`src/rtl/planificador_ascensor.sv`:
```
// Request scheduler and motion/door sequencer for a 4-floor elevator.
// Collective (SCAN) direction policy, registered motor/door/chime outputs.
module planificador_ascensor #(
  parameter int unsigned T_PUERTA = 8
) (
  input  logic       clk,
  input  logic       reset,
  input  logic [9:0] botones,
  input  logic [1:0] boton_puertas,
  input  logic [1:0] estado_puertas,
  input  logic       cambio_piso,
  input  logic       sensor_puertas,
  output logic [9:0] luces,
  output logic [3:0] display,
  output logic [3:0] aviso,
  output logic [1:0] puertas,
  output logic [1:0] motor,
  output logic [3:0] estado
);

  localparam int unsigned CW = (T_PUERTA < 2) ? 1 : $clog2(T_PUERTA + 1);

  localparam logic [1:0] MOT_STOP  = 2'b00;
  localparam logic [1:0] MOT_UP    = 2'b01;
  localparam logic [1:0] MOT_DOWN  = 2'b10;
  localparam logic [1:0] DOOR_HOLD = 2'b00;
  localparam logic [1:0] DOOR_OPEN = 2'b01;
  localparam logic [1:0] DOOR_CLOSE = 2'b10;

  typedef enum logic [2:0] {IDLE, MOVE, OPENING, OPEN, CLOSING} state_t;

  state_t        state;
  logic [1:0]    f;
  logic          d;
  logic [9:0]    r;
  logic [CW-1:0] cnt;

  // Request-bit masks per floor index (0 = floor 1)
  function automatic logic [9:0] floor_bits(input logic [1:0] fl);
    case (fl)
      2'd0:    floor_bits = 10'b0001000001;
      2'd1:    floor_bits = 10'b0010000110;
      2'd2:    floor_bits = 10'b0100011000;
      default: floor_bits = 10'b1000100000;
    endcase
  endfunction

  function automatic logic [9:0] up_bit(input logic [1:0] fl);
    case (fl)
      2'd0:    up_bit = 10'b0000000001;
      2'd1:    up_bit = 10'b0000000100;
      2'd2:    up_bit = 10'b0000010000;
      default: up_bit = 10'b0000000000;
    endcase
  endfunction

  function automatic logic [9:0] down_bit(input logic [1:0] fl);
    case (fl)
      2'd0:    down_bit = 10'b0000000000;
      2'd1:    down_bit = 10'b0000000010;
      2'd2:    down_bit = 10'b0000001000;
      default: down_bit = 10'b0000100000;
    endcase
  endfunction

  function automatic logic [9:0] cab_bit(input logic [1:0] fl);
    case (fl)
      2'd0:    cab_bit = 10'b0001000000;
      2'd1:    cab_bit = 10'b0010000000;
      2'd2:    cab_bit = 10'b0100000000;
      default: cab_bit = 10'b1000000000;
    endcase
  endfunction

  function automatic logic [9:0] above_mask(input logic [1:0] fl);
    case (fl)
      2'd0:    above_mask = 10'b1110111110;
      2'd1:    above_mask = 10'b1100111000;
      2'd2:    above_mask = 10'b1000100000;
      default: above_mask = 10'b0000000000;
    endcase
  endfunction

  function automatic logic [9:0] below_mask(input logic [1:0] fl);
    case (fl)
      2'd0:    below_mask = 10'b0000000000;
      2'd1:    below_mask = 10'b0001000001;
      2'd2:    below_mask = 10'b0011000111;
      default: below_mask = 10'b0111011111;
    endcase
  endfunction

  logic [9:0] req, served, clr_move, latched;
  logic [1:0] nf;
  logic       here, any_above, any_below, at_end;
  logic       n_cab, n_up, n_dn, n_above, n_below, opp_cause, stop_nf;
  logic       door_busy, press_served, press_floor;

  always_comb begin
    req       = r | botones;
    here      = |(req & floor_bits(f));
    any_above = |(req & above_mask(f));
    any_below = |(req & below_mask(f));
    at_end    = d ? (f == 2'd3) : (f == 2'd0);
    nf        = d ? f + 2'd1 : f - 2'd1;

    n_cab     = |(req & cab_bit(nf));
    n_up      = |(req & up_bit(nf));
    n_dn      = |(req & down_bit(nf));
    n_above   = |(req & above_mask(nf));
    n_below   = |(req & below_mask(nf));
    opp_cause = d ? (n_dn & !n_above) : (n_up & !n_below);
    // Terminal floors always stop so the car never overruns the shaft
    stop_nf   = n_cab | (d ? n_up : n_dn) | opp_cause | (nf == 2'd0) | (nf == 2'd3);
    clr_move  = cab_bit(nf) | (d ? up_bit(nf) : down_bit(nf))
              | (opp_cause ? (d ? down_bit(nf) : up_bit(nf)) : '0);

    // Presses already being served by the open/opening doors are not latched
    served       = cab_bit(f) | (d ? up_bit(f) : down_bit(f));
    door_busy    = (state == OPENING) || (state == OPEN) || (state == CLOSING);
    latched      = r | (botones & ~(door_busy ? served : '0));
    press_served = |(botones & served);
    press_floor  = |(botones & floor_bits(f));
  end

  always_ff @(posedge clk) begin
    if (reset) begin
      state   <= IDLE;
      f       <= 2'd0;
      d       <= 1'b1;
      r       <= '0;
      cnt     <= '0;
      aviso   <= '0;
      puertas <= DOOR_HOLD;
      motor   <= MOT_STOP;
    end else begin
      aviso <= '0;
      r     <= latched;
      case (state)
        IDLE: begin
          puertas <= DOOR_HOLD;
          motor   <= MOT_STOP;
          if (here) begin
            r     <= latched & ~floor_bits(f);
            aviso <= 4'b0001 << f;
            state <= OPENING;
          end else if (estado_puertas == 2'b00) begin
            if (d ? any_above : any_below) begin
              state <= MOVE;
              motor <= d ? MOT_UP : MOT_DOWN;
            end else if (d ? any_below : any_above) begin
              d     <= ~d;
              state <= MOVE;
              motor <= d ? MOT_DOWN : MOT_UP;
            end
          end
        end
        MOVE: begin
          puertas <= DOOR_HOLD;
          if (cambio_piso) begin
            if (at_end) begin
              motor <= MOT_STOP;
              state <= OPENING;
            end else begin
              f <= nf;
              if (nf == 2'd3) d <= 1'b0;
              if (nf == 2'd0) d <= 1'b1;
              if (stop_nf) begin
                r     <= latched & ~clr_move;
                aviso <= 4'b0001 << nf;
                motor <= MOT_STOP;
                state <= OPENING;
              end
            end
          end
        end
        OPENING: begin
          if (estado_puertas == 2'b01) begin
            state   <= OPEN;
            cnt     <= CW'(T_PUERTA);
            puertas <= DOOR_HOLD;
          end else begin
            puertas <= DOOR_OPEN;
          end
        end
        OPEN: begin
          puertas <= DOOR_HOLD;
          if (boton_puertas[0] || sensor_puertas || press_served) begin
            cnt <= CW'(T_PUERTA);
          end else if (boton_puertas[1] || cnt <= CW'(1)) begin
            state   <= CLOSING;
            cnt     <= '0;
            puertas <= DOOR_CLOSE;
          end else begin
            cnt <= cnt - CW'(1);
          end
        end
        CLOSING: begin
          if (sensor_puertas || boton_puertas[0] || press_floor) begin
            state   <= OPENING;
            puertas <= DOOR_OPEN;
          end else if (estado_puertas == 2'b00) begin
            state   <= IDLE;
            puertas <= DOOR_HOLD;
          end else begin
            puertas <= DOOR_CLOSE;
          end
        end
        default: state <= IDLE;
      endcase
    end
  end

  assign luces   = r;
  assign display = 4'b0001 << f;
  assign estado  = {motor != MOT_STOP, d, f};

endmodule

```
`config.mk`:
```
export PLATFORM = sky130hd
export DESIGN_NAME = planificador_ascensor
export DESIGN_NICKNAME = d
export VERILOG_FILES = /design/src/rtl/planificador_ascensor.sv
export SDC_FILE = /design/constraint.sdc
export NUM_CORES = 1
export LEC_CHECK = 0
export BUFFER_PORTS_ARGS = -buffer_cell sky130_fd_sc_hd__buf_2
export CORE_MARGIN = 8
export CORE_UTILIZATION = 49
export DETAILED_ROUTE_END_ITERATION = 8
export PLACE_DENSITY = 0.86
export RECOVER_POWER = 100
export SLEW_MARGIN = 20
export SYNTH_ARGS = -nofsm -noshare
export SYNTH_HDL_FRONTEND = slang
export SYNTH_SLANG_ARGS = --single-unit
```
`constraint.sdc`:
```
create_clock -name clk -period 2.74 [get_ports clk]
set_input_delay 0.548 -clock clk [delete_from_list [all_inputs] [get_ports clk]]
set_output_delay 0.548 -clock clk [all_outputs]
set_load 0.01 [all_outputs]
```
# --- Word level (Yosys, flattened, before mapping) ---
# Cells that the tools add are included.
word_totals:
  reg_bits: 28
  latchBits: 0
  ramBits: 0
  rom_bits: 0
  inputBits: 18
  out_inout_bits: 26
  elab_cells: 177
  n_memories: 0
classes:
  addsub: 3
  multipliers: 0
  div: 0
  order_cmp: 1
  eq_ne: 25
  shifts: 2
  muxes: 77
  n_bitwise: 29
  reduce_logical: 32
ops:
  columns: ["cell", "n"]
  rows:
  - ["10-bit one-hot mux with 3 select lines", 5]
  - ["10-bit bitwise AND", 13]
  - ["10-bit two-way mux", 12]
  - ["10-bit OR reduction", 10]
  - ["9-bit one-hot mux with 3 select lines", 2]
  - ["10-bit bitwise OR", 5]
  - ["3-bit two-way mux", 12]
  - ["6-bit one-hot mux with 3 select lines", 2]
  - ["10-bit inverter", 3]
  - ["5-bit one-hot mux with 3 select lines", 2]
  - ["2-bit two-way mux", 14]
  - ["4-bit two-way mux", 7]
  - ["10-bit one-hot mux with 2 select lines", 1]
  - ["4-bit one-hot mux with 2 select lines", 2]
  - ["8-bit AND reduction", 2]
  - ["3-bit one-hot mux with 5 select lines", 1]
  - ["1-bit two-way mux", 14]
  - ["2-bit != test (second input constant)", 7]
  - ["3-bit != test (second input constant)", 3]
  - ["2-bit == test (second input constant)", 4]
  - ["2-bit one-hot mux with 4 select lines", 1]
  - ["1-bit by 2-bit << shifter with 4-bit output (first input constant)", 2]
  - ["2-bit by 1-bit == test with 1-bit output (second input constant)", 3]
  - ["3-bit by 2-bit == test with 1-bit output (second input constant)", 2]
  - ["other kinds (23)", 40]

# --- Logic depth before layout (Yosys ltp) ---
# Gate-level depths: netlist (run 1).
logic_depth:
  ltp_word: 17
  depth_mapped: 12
  depth_no_buf: 12

# --- Worst setup path after synthesis (run 1) ---
# Ideal clock, no wire load.
synth_path:
  kind: "register to register"
  from: "register f[0]"
  to: "register r[3], in the netlist luces[3]"
  setup_time_ns: 0.095
  arrival_ns: 2.866
  t_required_ns: 2.645
  setup_slack_ns: -0.221
  stages_incl_launch_ff: 13
  path_buffers: 0
  period_less_slack_ns: 2.961
  cell_sequence: "dfxtp_1 > inv_1 > ha_1 > xnor2_1 > inv_1 > ha_1 > o21a_1 > nor3_1 > a221oi_1 > nand4b_1 > a21boi_0 > o21ai_0 > a221oi_1"
synth_between:
  elab_chain_cells: 17
synth_lines:
  columns: ["item", "line", "source"]
  rows:
  - ["start, declared", "33", "logic [1:0] f;"]
  - ["start signal, assigned", "165", "f <= nf;"]
  - ["2-bit by 1-bit subtractor with 2-bit output / 2-bit by 1-bit adder with 2-bit output (equally long branches)", "105", "nf = d ? f + 2'd1 : f - 2'd1;"]
  - ["2-bit two-way mux *", "105", null]
  - ["named net nf[1]", "94", "logic [1:0] nf;"]
  - ["2-bit == test (tied with other cells)", null, null]
  - ["9-bit one-hot mux with 3 select lines / 10-bit one-hot mux with 3 select lines (equally long branches)", "85, 76", null]
  - ["10-bit bitwise AND (on tied branches)", "111, 110", null]
  - ["10-bit OR reduction (on tied branches)", "111, 110", null]
  - ["1-bit logical NOT", "112", "opp_cause = d ? (n_dn & !n_above) : (n_up & !n_below);"]
  - ["(+2 left out)", null, null]
  - ["10-bit two-way mux", "116", "| (opp_cause ? (d ? down_bit(nf) : up_bit(nf)) : '0);"]
  - ["10-bit bitwise OR", "116", null]
  - ["10-bit inverter", "169", "r <= latched & ~clr_move;"]
  - ["10-bit bitwise AND", "169", null]
  - ["10-bit two-way mux *", "168", "if (stop_nf) begin"]
  - ["10-bit two-way mux *", "161", "if (at_end) begin"]
  - ["10-bit two-way mux *", "160", "if (cambio_piso) begin"]
  - ["10-bit one-hot mux with 2 select lines *", "139", "case (state)"]
  - ["end signal, assigned", "138", "r <= latched;"]
  - ["end signal, assigned", "144", "r <= latched & ~floor_bits(f);"]
  - ["end signal, assigned", "169", null]
  - ["end, declared", "35", "logic [9:0] r;"]
# Mark *: on every way through the listed nets, which the timed path passes. The rest lies on a longest branch. The select of a mux whose other input is x is not followed.
# A chain may end at the register's enable or synchronous reset.

# --- Final worst setup path (run 1) ---
layout_path:
  from: "register f[0]"
  to: "register motor[1]"
layout_between:
  elab_chain_cells: 14
layout_lines:
  columns: ["item", "line", "source"]
  rows:
  - ["2-bit by 1-bit subtractor with 2-bit output / 2-bit by 1-bit adder with 2-bit output (equally long branches)", "105", null]
  - ["2-bit two-way mux *", "105", null]
  - ["named net nf[1]", "94", null]
  - ["2-bit == test (tied with other cells)", null, null]
  - ["9-bit one-hot mux with 3 select lines / 10-bit one-hot mux with 3 select lines (equally long branches)", "85, 76", null]
  - ["10-bit bitwise AND (on tied branches)", "111, 110", null]
  - ["10-bit OR reduction (on tied branches)", "111, 110", null]
  - ["1-bit logical NOT", "112", null]
  - ["1-bit bitwise AND", "112", null]
  - ["1-bit two-way mux", "112", null]
  - ["1-bit bitwise OR (2 in series)", "114", "stop_nf = n_cab | (d ? n_up : n_dn) | opp_cause | (nf == 2'd0) | (nf == 2'd3);"]
  - ["1-bit bitwise OR *", "114", null]
  - ["3-bit != test (no source line) *", null, null]
  - ["3-bit AND reduction (no source line) *", null, null]
  - ["end signal, assigned", "150", "motor <= d ? MOT_UP : MOT_DOWN;"]
  - ["end signal, assigned", "154", "motor <= d ? MOT_DOWN : MOT_UP;"]
  - ["end, declared", "17", "output logic [1:0] motor,"]
# Marked as above.

==> reports/metrics.cfg, run 1 <==
[synthesis]
synth_flop_cell = dfxtp_1
seq_area_frac_synth_pct = 27.17
synth_top_area_share_pct = 27.17
async_flop_share_pct = 0
syn-num-nets = 303
synth_cell_type_count = 55
yosysMostFrequentCell = nor2_1
yosys.area.top_type = dfxtp_1
synth_edf_count = 0
synth.area.top_cells = dfxtp_1 (27%), ha_1 (7.9%), nor2_1 (7.1%)
netlist_area_um2 = 2063
synthCells = 272
ys_ff_latch = 28
yosysWarnings = 0
synth_area_per_cell_um2 = 7.585
yosys-top-cells-count = nor2_1 (39), dfxtp_1 (28), a21oi_1 (23), nand2_1 (22), o21ai_0 (15)

[power]
swShare_pct = 44.92
p_sw_mw = 0.8086
ir_drop_uv = 366.4
power.leakage_nw = 0.9568
p_int_mw = 0.9913
finalPower_mw = 1.800
seq_power_share_pct = 30.9
power_density_nw_per_um2 = 728.8
pwr-share-comb_pct = 54.9
pwr-share-clk_pct = 14.2

[timing]
setup_slack_ns = 0.09707
period_needed_ns = 2.643
fin_crit_sh_pct = 96.46
tightest_slew_ns = 0.5532
setup_tns_ns = 0
hold_viol = 0
fin_skew_ns = 0.006705
slew_viol_final = 0
setup_viol = 0
holdWs_ns = 0.4925
timing.fmax_ghz = 0.3784
relSlewSlack_pct = 63.07

[critical_path]
cp_max_fo = 5
cpPeakStageDelay_ns = 0.34
worst_setup_path_start_kind = register
critPathRequiredTime_ns = 2.92
cp.arrival_ns = 2.82
r2r_slack_ns = 0.1
r2r-end = motor[1]
cp_num_buf_inv = 2
end_kind = register
path_cells = inv_2 > ha_4 > xnor2_2 > buf_4 > ha_2 > o21a_1 > nor3_2 > a221oi_2 > nand4b_1 > a21oi_1 > or2_1 > o41ai_2
cp_slowest_cell = dfxtp_2
cp_top_family = compound AO/OA/AOI/OAI gates
worst-r2r-cell-count = 12
r2r_start = f[0]
critical_path_class = reg -> reg

[clocking]
h-tree-depth = 1
clock_sinks = 28
cts_tree = yes
clockBufferDepth = 2
root_buffer = clkbuf_8
cts_buffers = 3
path_clk_slew_ns = 0.10
clock_latency_ns = 0.28

[worst_hold_path]
hp-class = reg -> reg
min_to = puertas[1]
whs_path_depth = 2
min_from = puertas[1]

[layout]
num-nets-final = 355
multi_input_area_um2 = 1428
regArea_um2 = 561.8
finish.utilization_pct = 61.30
layout-drive-gt1-share_pct = 19.81
area_growth_pct = 19.71
final_cell_count_no_fill = 373
fill_cells = 396
antenna_cells = 0
finalInstanceArea_um2 = 2470

[place]
dp_slack_ns = -0.06695
dp_hpwl_um = 4843
dp.cells = 365
gp_congestion = 0.9974
dpl_cell_area_um2 = 2387
io_buffer_count = 43

[route]
num_vias = 2340
drc = 0
ant_nets = 0
wl_um = 6596
viasPerCell = 6.273
routedWlPerCell_um = 17.68
drt_first_pass_iters = 8
drtIter0Drc = 391

[job]
max-cap-violations = 0

[global_route]
overflow = 0
antenna_found_initial = 0
grt_pass1_vias = 2137
grt_max_degree = 29
grt_usage_pct = 19.02
grt_pass1_wl_um = 10120

[run_status]
status = complete, no violations

[die]
fp.dieW_um = 80.89
start_util_pct = 51.21
die_y_um = 80.89
pin_count = 44
rows = 23
dieArea_um2 = 6543
core_um2 = 4029

layout by cell type (no fill, tap or decap), types with 3 or more instances in the layout:
master,instances
o21ai_0,15
and2_1,4
a221oi_1,3
nand3_1,10
inv_1,13
clkbuf_1,28
dfxtp_1,27
a22oi_1,3
ha_1,9
clkbuf_8,4
a21oi_1,23
nor3_1,12
buf_4,14
nor4_1,3
o211ai_1,3
nand2_1,22
buf_2,19
a211oi_1,4
or2_2,3
nor2_1,39
a31oi_1,5
a222oi_1,3
o21a_1,5
final cells by class:
cell class                 count  area share [%]
clock buffer                   4           2.229
inverter                      14           2.128
multi-input combinational    215           57.80
sequential                    28           22.75
tap                           50           2.533
timing repair buffer          62           12.56
power by group through the flow:
| stage | logic (mW) | clock network, mW | registers [mW] |
|---|---|---|---|
| 5_1_grt | 1.07 | 0.278 | 0.566 |
| 2_1_floorplan | 0.630 | 0 | 0.544 |
| 4_1_cts | 0.929 | 0.265 | 0.550 |
| 3_5_place_dp | 0.903 | 0 | 0.559 |
| 6_report | 0.988 | 0.256 | 0.556 |
| 3_3_place_gp | 0.884 | 0 | 0.556 |
metal layers:
| metal | track usage, % | part of all wire (%) | routed length [µm] |
|---|---|---|---|
| met1 | 25.13 | 40 | 2650 |
| met2 | 30.39 | 46 | 3067 |
| met3 | 2.539 | 9.9 | 652 |
| met4 | 7.857 | 3.4 | 225 |
| met5 | 0 | 0 | 0 |
worst reg2reg max path, stage by stage, from the launching register on:
cell and delay, ns:
dfxtp_2 0.34, inv_2 0.06, ha_4 0.25, xnor2_2 0.17, buf_4 0.16, ha_2 0.22
o21a_1 0.18, nor3_2 0.06, a221oi_2 0.19, nand4b_1 0.21, a21oi_1 0.12, or2_1 0.25
o41ai_2 0.33
registers in the layout, summed over array words and instances, names as in the netlist:
register	count
luces	10
aviso	4
cnt	4
state	3
f	2
motor	2
puertas	2
d	1
logic make-up (layout without fill, tap and decap cells):
family / Yosys count / count (layout) / synth area share, %
adder cells (fa/ha/maj): 13 / 13 / 7.884
buffers and inverters: 29 / 80 / 6.185
XOR/XNOR: 2 / 2 / 0.8492
multiplexers: 4 / 4 / 2.062
flip-flops: 28 / 28 / 27.17
AO/OA/AOI/OAI: 82 / 82 / 26.99
AND/OR/NAND/NOR: 114 / 114 / 28.87
how the worst max path moves through the flow:
stage	from	end	slack, ns	cells after the start
after floorplan	f[1]	motor[0]	0.01	12
after global placement	f[0]	motor[1]	0.06	12
after detailed placement	f[0]	motor[1]	-0.07	12
after CTS	f[0]	motor[1]	0.02	12
after global routing	f[0]	motor[1]	-0.01	13
final	f[0]	motor[1]	0.1	12
what timing repair did:
action / 4_1_cts / 5_1_grt
hold buffers: 0 / 0
endpoints found under the setup margin: 7 / 12
endpoints found under the hold margin: 0 / 0
pin swaps: 2 / 7
gates cloned: 0 / 0
gates resized for setup: 3 / 6
setup buffers: 1 / 3
Note: power is estimated with default switching activity, not from simulation.
==> inputs of run 2 (changes only) <==
CORE_ASPECT_RATIO = 0.8   (was default)
CORE_MARGIN = default   (was 8)
==> reports/metrics.cfg, run 2 (synthesis gave the netlist of run 1 again) <==
[run_status]
status = complete, no violations

[critical_path]
end_kind = register
path_cells = inv_1 > ha_4 > xnor2_4 > inv_2 > ha_2 > nor2_1 > a21oi_1 > a221oi_2 > nand4b_1 > a21oi_2 > or2_1 > o41ai_2
cpPeakStageDelay_ns = 0.34  ; about the same
cp.arrival_ns = 2.76  ; -0.06 ns
cp_max_fo = 5  ; unchanged
cp_num_buf_inv = 2  ; unchanged
cp_top_family = compound AO/OA/AOI/OAI gates
worst_setup_path_start_kind = register
critPathRequiredTime_ns = 2.93  ; about the same
cp_slowest_cell = dfxtp_2
critical_path_class = reg -> reg
r2r_slack_ns = 0.17  ; +0.08 ns

[layout]
largest_reg_flops = 10  ; unchanged
num-nets-final = 357  ; +0.56%
area_growth_pct = 20.80
antenna_cells = 0  ; unchanged
fill_cells = 379  ; -4.3%
final_cell_mix = nor2_1 (39), dfxtp_1 (27), clkbuf_1 (27)
final_common_cell = nor2_1
layout-drive-gt1-share_pct = 20.99  ; +1.2 points
finalInstanceArea_um2 = 2492  ; +0.91%

[global_route]
overflow = 0  ; unchanged
grt_max_degree = 29  ; unchanged
grt_pass1_vias = 1895  ; -11%
antenna_found_initial = 0  ; unchanged
grt_usage_pct = 27.91  ; +8.9 points
grt_pass1_wl_um = 9363  ; -7.4%

[die]
pin_count = 44  ; unchanged
dieArea_um2 = 4476  ; -32%
rows = 20  ; -13%
core_um2 = 3904  ; -3.1%
fp.dieW_um = 74.55  ; -7.8%
die_y_um = 60.04  ; -26%
start_util_pct = 52.85  ; +1.6 points

[place]
dpl_cell_area_um2 = 2424  ; +1.5%
io_buffer_count = 43  ; unchanged
gp_congestion = 0.9711  ; -2.6%
dp_hpwl_um = 4628  ; -4.4%

[clocking]
path_clk_slew_ns = 0.09  ; about the same
clock_latency_ns = 0.28  ; about the same
clockBufferDepth = 2  ; unchanged
h-tree-depth = 1  ; unchanged
clock_sinks = 28  ; unchanged
cts_buffers = 3  ; unchanged
root_buffer = clkbuf_8
cts_tree = yes

[route]
viasPerCell = 6.021  ; -4.0%
ant_nets = 0  ; unchanged
num_vias = 2282  ; -2.5%
wl_um = 6094  ; -7.6%
drtIter0Drc = 312  ; -20%
routedWlPerCell_um = 16.08  ; -9.1%
drt_first_pass_iters = 5  ; -3
drc = 0  ; unchanged

[timing]
period_needed_ns = 2.567  ; -0.07582 ns
setup_viol = 0  ; unchanged
tightest_slew_ns = 0.5423  ; -0.01093 ns
slew_viol_final = 0  ; unchanged
fin_crit_sh_pct = 93.69  ; -2.8 points
relSlewSlack_pct = 63.85  ; +0.78 points
fin_skew_ns = 0.004566  ; -0.002140 ns
timing.fmax_ghz = 0.3895  ; +3.0%
hold_viol = 0  ; unchanged

[power]
ir_drop_uv = 410.7  ; +12%
power_density_nw_per_um2 = 716.9  ; -1.6%
power.leakage_nw = 0.9698  ; +1.4%
finalPower_mw = 1.787  ; -0.74%

[worst_hold_path]
hp-class = reg -> reg

[job]
max-cap-violations = 0  ; unchanged

-- run 2: repair_timing --
action | CTS | global route
resized for setup | 2 | 10
hold buffers | 0 | 0
pin swaps | 2 | 4
endpoints found under the setup margin | 4 | 12
buffers inserted | 1 | 1
-- run 2: worst paths after layout --
path	startpoint	endpoint	cells past startpoint
worst min-delay path	puertas[1]	puertas[1]	2
worst max register to register	f[0]	motor[0]	12
worst min register to register	puertas[1]	puertas[1]	2
worst max-delay path	f[0]	motor[0]	12
-- run 2: layout make-up --
| cell class | count | area [µm²] | area share (%) |
|---|---|---|---|
| inverter | 14 | 52.55 | 2.108 |
| tap | 55 | 68.82 | 2.761 |
| multi-input combinational | 215 | 1441 | 57.83 |
| sequential | 28 | 561.8 | 22.54 |
| timing repair buffer | 64 | 326.6 | 13.10 |
| clock buffer | 3 | 41.29 | 1.657 |
-- run 2: metal layers --
| metal | GRT usage, % | vias to the layer above | part of all wire (%) | routed length (µm) |
|---|---|---|---|---|
| met5 | 0 | - | 0 | 0 |
| met4 | 7.008 | 0 | 1.7 | 102 |
| met3 | 7.251 | 11 | 12 | 706 |
| met2 | 38.61 | 148 | 41 | 2513 |
| met1 | 42.24 | 1023 | 45 | 2771 |
| li1 | - | 1100 | - | - |
-- run 2: where the power goes --
group          internal (mW)  total, mW  switching, mW  leakage (nW)
registers              0.469      0.532         0.0636         0.230
clock network         0.0991      0.228          0.129        0.0216
logic                  0.414       1.03          0.612         0.718
-- run 2: through the flow --
step / hold WS [ns] / TNS, ns / instances / setup slack [ns] / utilization (%)
after floorplan: 0.4656 / 0 / 272 / 0.01149 / -
after global placement: 0.4833 / 0 / 374 / 0.06338 / 62.08
after detailed placement: 0.4953 / -0.03024 / 374 / -0.01651 / 62.08
after CTS: 0.5101 / -0.03141 / 378 / -0.01873 / 63.59
after global routing: 0.5283 / -0.002213 / 379 / -0.002213 / 63.85
final: 0.5064 / 0 / 379 / 0.1729 / 63.85
-- run 2: tightest hold or removal path, stage by stage (launching register included) --
cell	delay [ns]
dfxtp_1	0.32
o211ai_1	0.07
a21oi_1	0.07
==> inputs of run 3 (changes only) <==
CTS_BUF_LIST = sky130_fd_sc_hd__clkbuf_16   (was default)
==> reports/metrics.cfg, run 3 (synthesis gave the netlist of run 1 again) <==
[run_status]
status = complete, no violations

[place]
gp_congestion = 0.9711  ; unchanged
dpl_cell_area_um2 = 2424  ; unchanged
io_buffer_count = 43  ; unchanged
dp_hpwl_um = 4628  ; unchanged
dp_slack_ns = -0.01651  ; unchanged

[die]
core_um2 = 3904  ; unchanged
die_y_um = 60.04  ; unchanged
dieArea_um2 = 4476  ; unchanged
rows = 20  ; unchanged
pin_count = 44  ; unchanged
start_util_pct = 52.85  ; unchanged
fp.dieW_um = 74.55  ; unchanged

[route]
num_vias = 2328  ; +2.0%
drtIter0Drc = 346  ; +11%
drt_first_pass_iters = 5  ; unchanged
drc = 0  ; unchanged
viasPerCell = 6.159  ; +2.3%
routedWlPerCell_um = 16.57  ; +3.0%
ant_nets = 0  ; unchanged
wl_um = 6263  ; +2.8%

[worst_hold_path]
min_from = puertas[1]
whs_path_depth = 2  ; unchanged
min_to = puertas[1]
hp-class = reg -> reg

[timing]
slew_viol_final = 0  ; unchanged
setup_slack_ns = 0.1339  ; -0.03903 ns
hold_viol = 0  ; unchanged
setup_viol = 0  ; unchanged
relSlewSlack_pct = 62.98  ; -0.86 points
period_needed_ns = 2.606  ; +0.03903 ns
tightest_slew_ns = 0.5552  ; +0.01293 ns
fin_skew_ns = 0.001993  ; -0.002573 ns
fin_crit_sh_pct = 95.11  ; +1.4 points
timing.fmax_ghz = 0.3837  ; -1.5%

[critical_path]
cp_max_fo = 5  ; unchanged
cp.arrival_ns = 2.78  ; +0.02 ns
worst-r2r-cell-count = 11  ; -1
critPathRequiredTime_ns = 2.91  ; -0.02 ns
end_kind = register
worst_setup_path_start_kind = register
r2r_slack_ns = 0.13  ; -0.04 ns
critical_path_class = reg -> reg
r2r-end = motor[0]
r2r_start = f[0]

[power]
seq_power_share_pct = 27.9  ; -1.9 points
power_density_nw_per_um2 = 749.8  ; +4.6%
p_sw_mw = 0.8336  ; +3.6%
p_int_mw = 1.074  ; +9.4%
ir_drop_uv = 409.7  ; -0.24%
pwr-share-clk_pct = 17.4  ; +4.6 points
power.leakage_nw = 0.9830  ; +1.4%
pwr-share-comb_pct = 54.7  ; -2.7 points
swShare_pct = 43.69  ; -1.4 points

[clocking]
clock_sinks = 28  ; unchanged
h-tree-depth = 1  ; unchanged
root_buffer = clkbuf_16
clock_latency_ns = 0.26  ; -0.02 ns
clockBufferDepth = 2  ; unchanged
cts_hold_buf = 0  ; unchanged
path_clk_slew_ns = 0.07  ; -0.02 ns
cts_buffers = 3  ; unchanged
cts_tree = yes

[global_route]
grt_pass1_vias = 1935  ; +2.1%
grt_pass1_wl_um = 9549  ; +2.0%
grt_max_degree = 29  ; unchanged
overflow = 0  ; unchanged
grt_usage_pct = 28.30  ; +0.39 points
antenna_found_initial = 0  ; unchanged

[layout]
area_growth_pct = 23.35
finalInstanceArea_um2 = 2545  ; +2.1%
largest_reg_flops = 10  ; unchanged
final_common_cell = nor2_1
antenna_cells = 0  ; unchanged
final_cell_mix = nor2_1 (39), dfxtp_1 (27), clkbuf_1 (27)
num-nets-final = 356  ; -0.28%
layout-drive-gt1-share_pct = 21.67  ; +0.68 points

[job]
max-cap-violations = 0  ; unchanged

-- run 3: how the worst max path moves through the flow --
stage / slack (ns) / cells after the start / endpoint / from
CTS: 0.005 / 12 / motor[0] / f[0]
finish: 0.13 / 11 / motor[0] / f[0]
global placement: 0.06 / 12 / motor[0] / f[0]
floorplan: 0.01 / 12 / motor[0] / f[1]
detailed placement: -0.02 / 12 / motor[0] / f[0]
global route: -0.007 / 12 / motor[0] / f[0]
-- run 3: metal layers --
metal,up-vias,track usage [%],share of wire [%]
met4,0,8.356,1.6
met2,149,39.12,42
met1,1065,42.75,45
met5,-,0,0
met3,12,6.745,11
li1,1102,-,-
-- run 3: repair_timing --
item                                    CTS  global route
gates resized for setup                   4            11
pin swaps                                 3             6
cloned                                    0             0
endpoints found under the setup margin    6            11
buffers inserted                          0             1
-- run 3: final cells by class --
type | count | area (µm²)
Multi-Input combinational cell | 215 | 1465
Timing Repair Buffer | 63 | 321.6
Tap cell | 55 | 68.82
Sequential cell | 28 | 561.8
Fill cell | 360 | 1359
Clock buffer | 3 | 75.07
Inverter | 14 | 52.55
-- run 3: through the flow --
step           total power, mW   TNS, ns  instances  hold slack [ns]  utilization (%)
2_1_floorplan            1.174         0        272           0.4656                -
4_1_cts                  1.836         0        377           0.5066            64.39
3_5_place_dp             1.484  -0.03024        374           0.4953            62.08
5_1_grt                  2.021  -0.01032        378           0.5241            65.19
6_report                 1.908         0        378           0.5004            65.19
3_3_place_gp             1.470         0        374           0.4833            62.08
-- run 3: power groups by stage --
stage | registers [mW] | clock network (mW) | logic, mW
after floorplan | 0.544 | 0 | 0.630
after global placement | 0.535 | 0 | 0.935
after detailed placement | 0.536 | 0 | 0.948
after CTS | 0.528 | 0.339 | 0.969
after global routing | 0.539 | 0.357 | 1.13
final | 0.533 | 0.332 | 1.04
-- run 3: worst max-delay path, stage by stage, from the launching register on --
cell	delay (ns)
dfxtp_2	0.33
inv_1	0.07
ha_4	0.27
xnor2_4	0.19
ha_2	0.27
o21a_1	0.21
nor3_2	0.07
a221oi_2	0.19
nand4b_1	0.24
a21oi_2	0.10
or2_1	0.25
o41ai_2	0.32
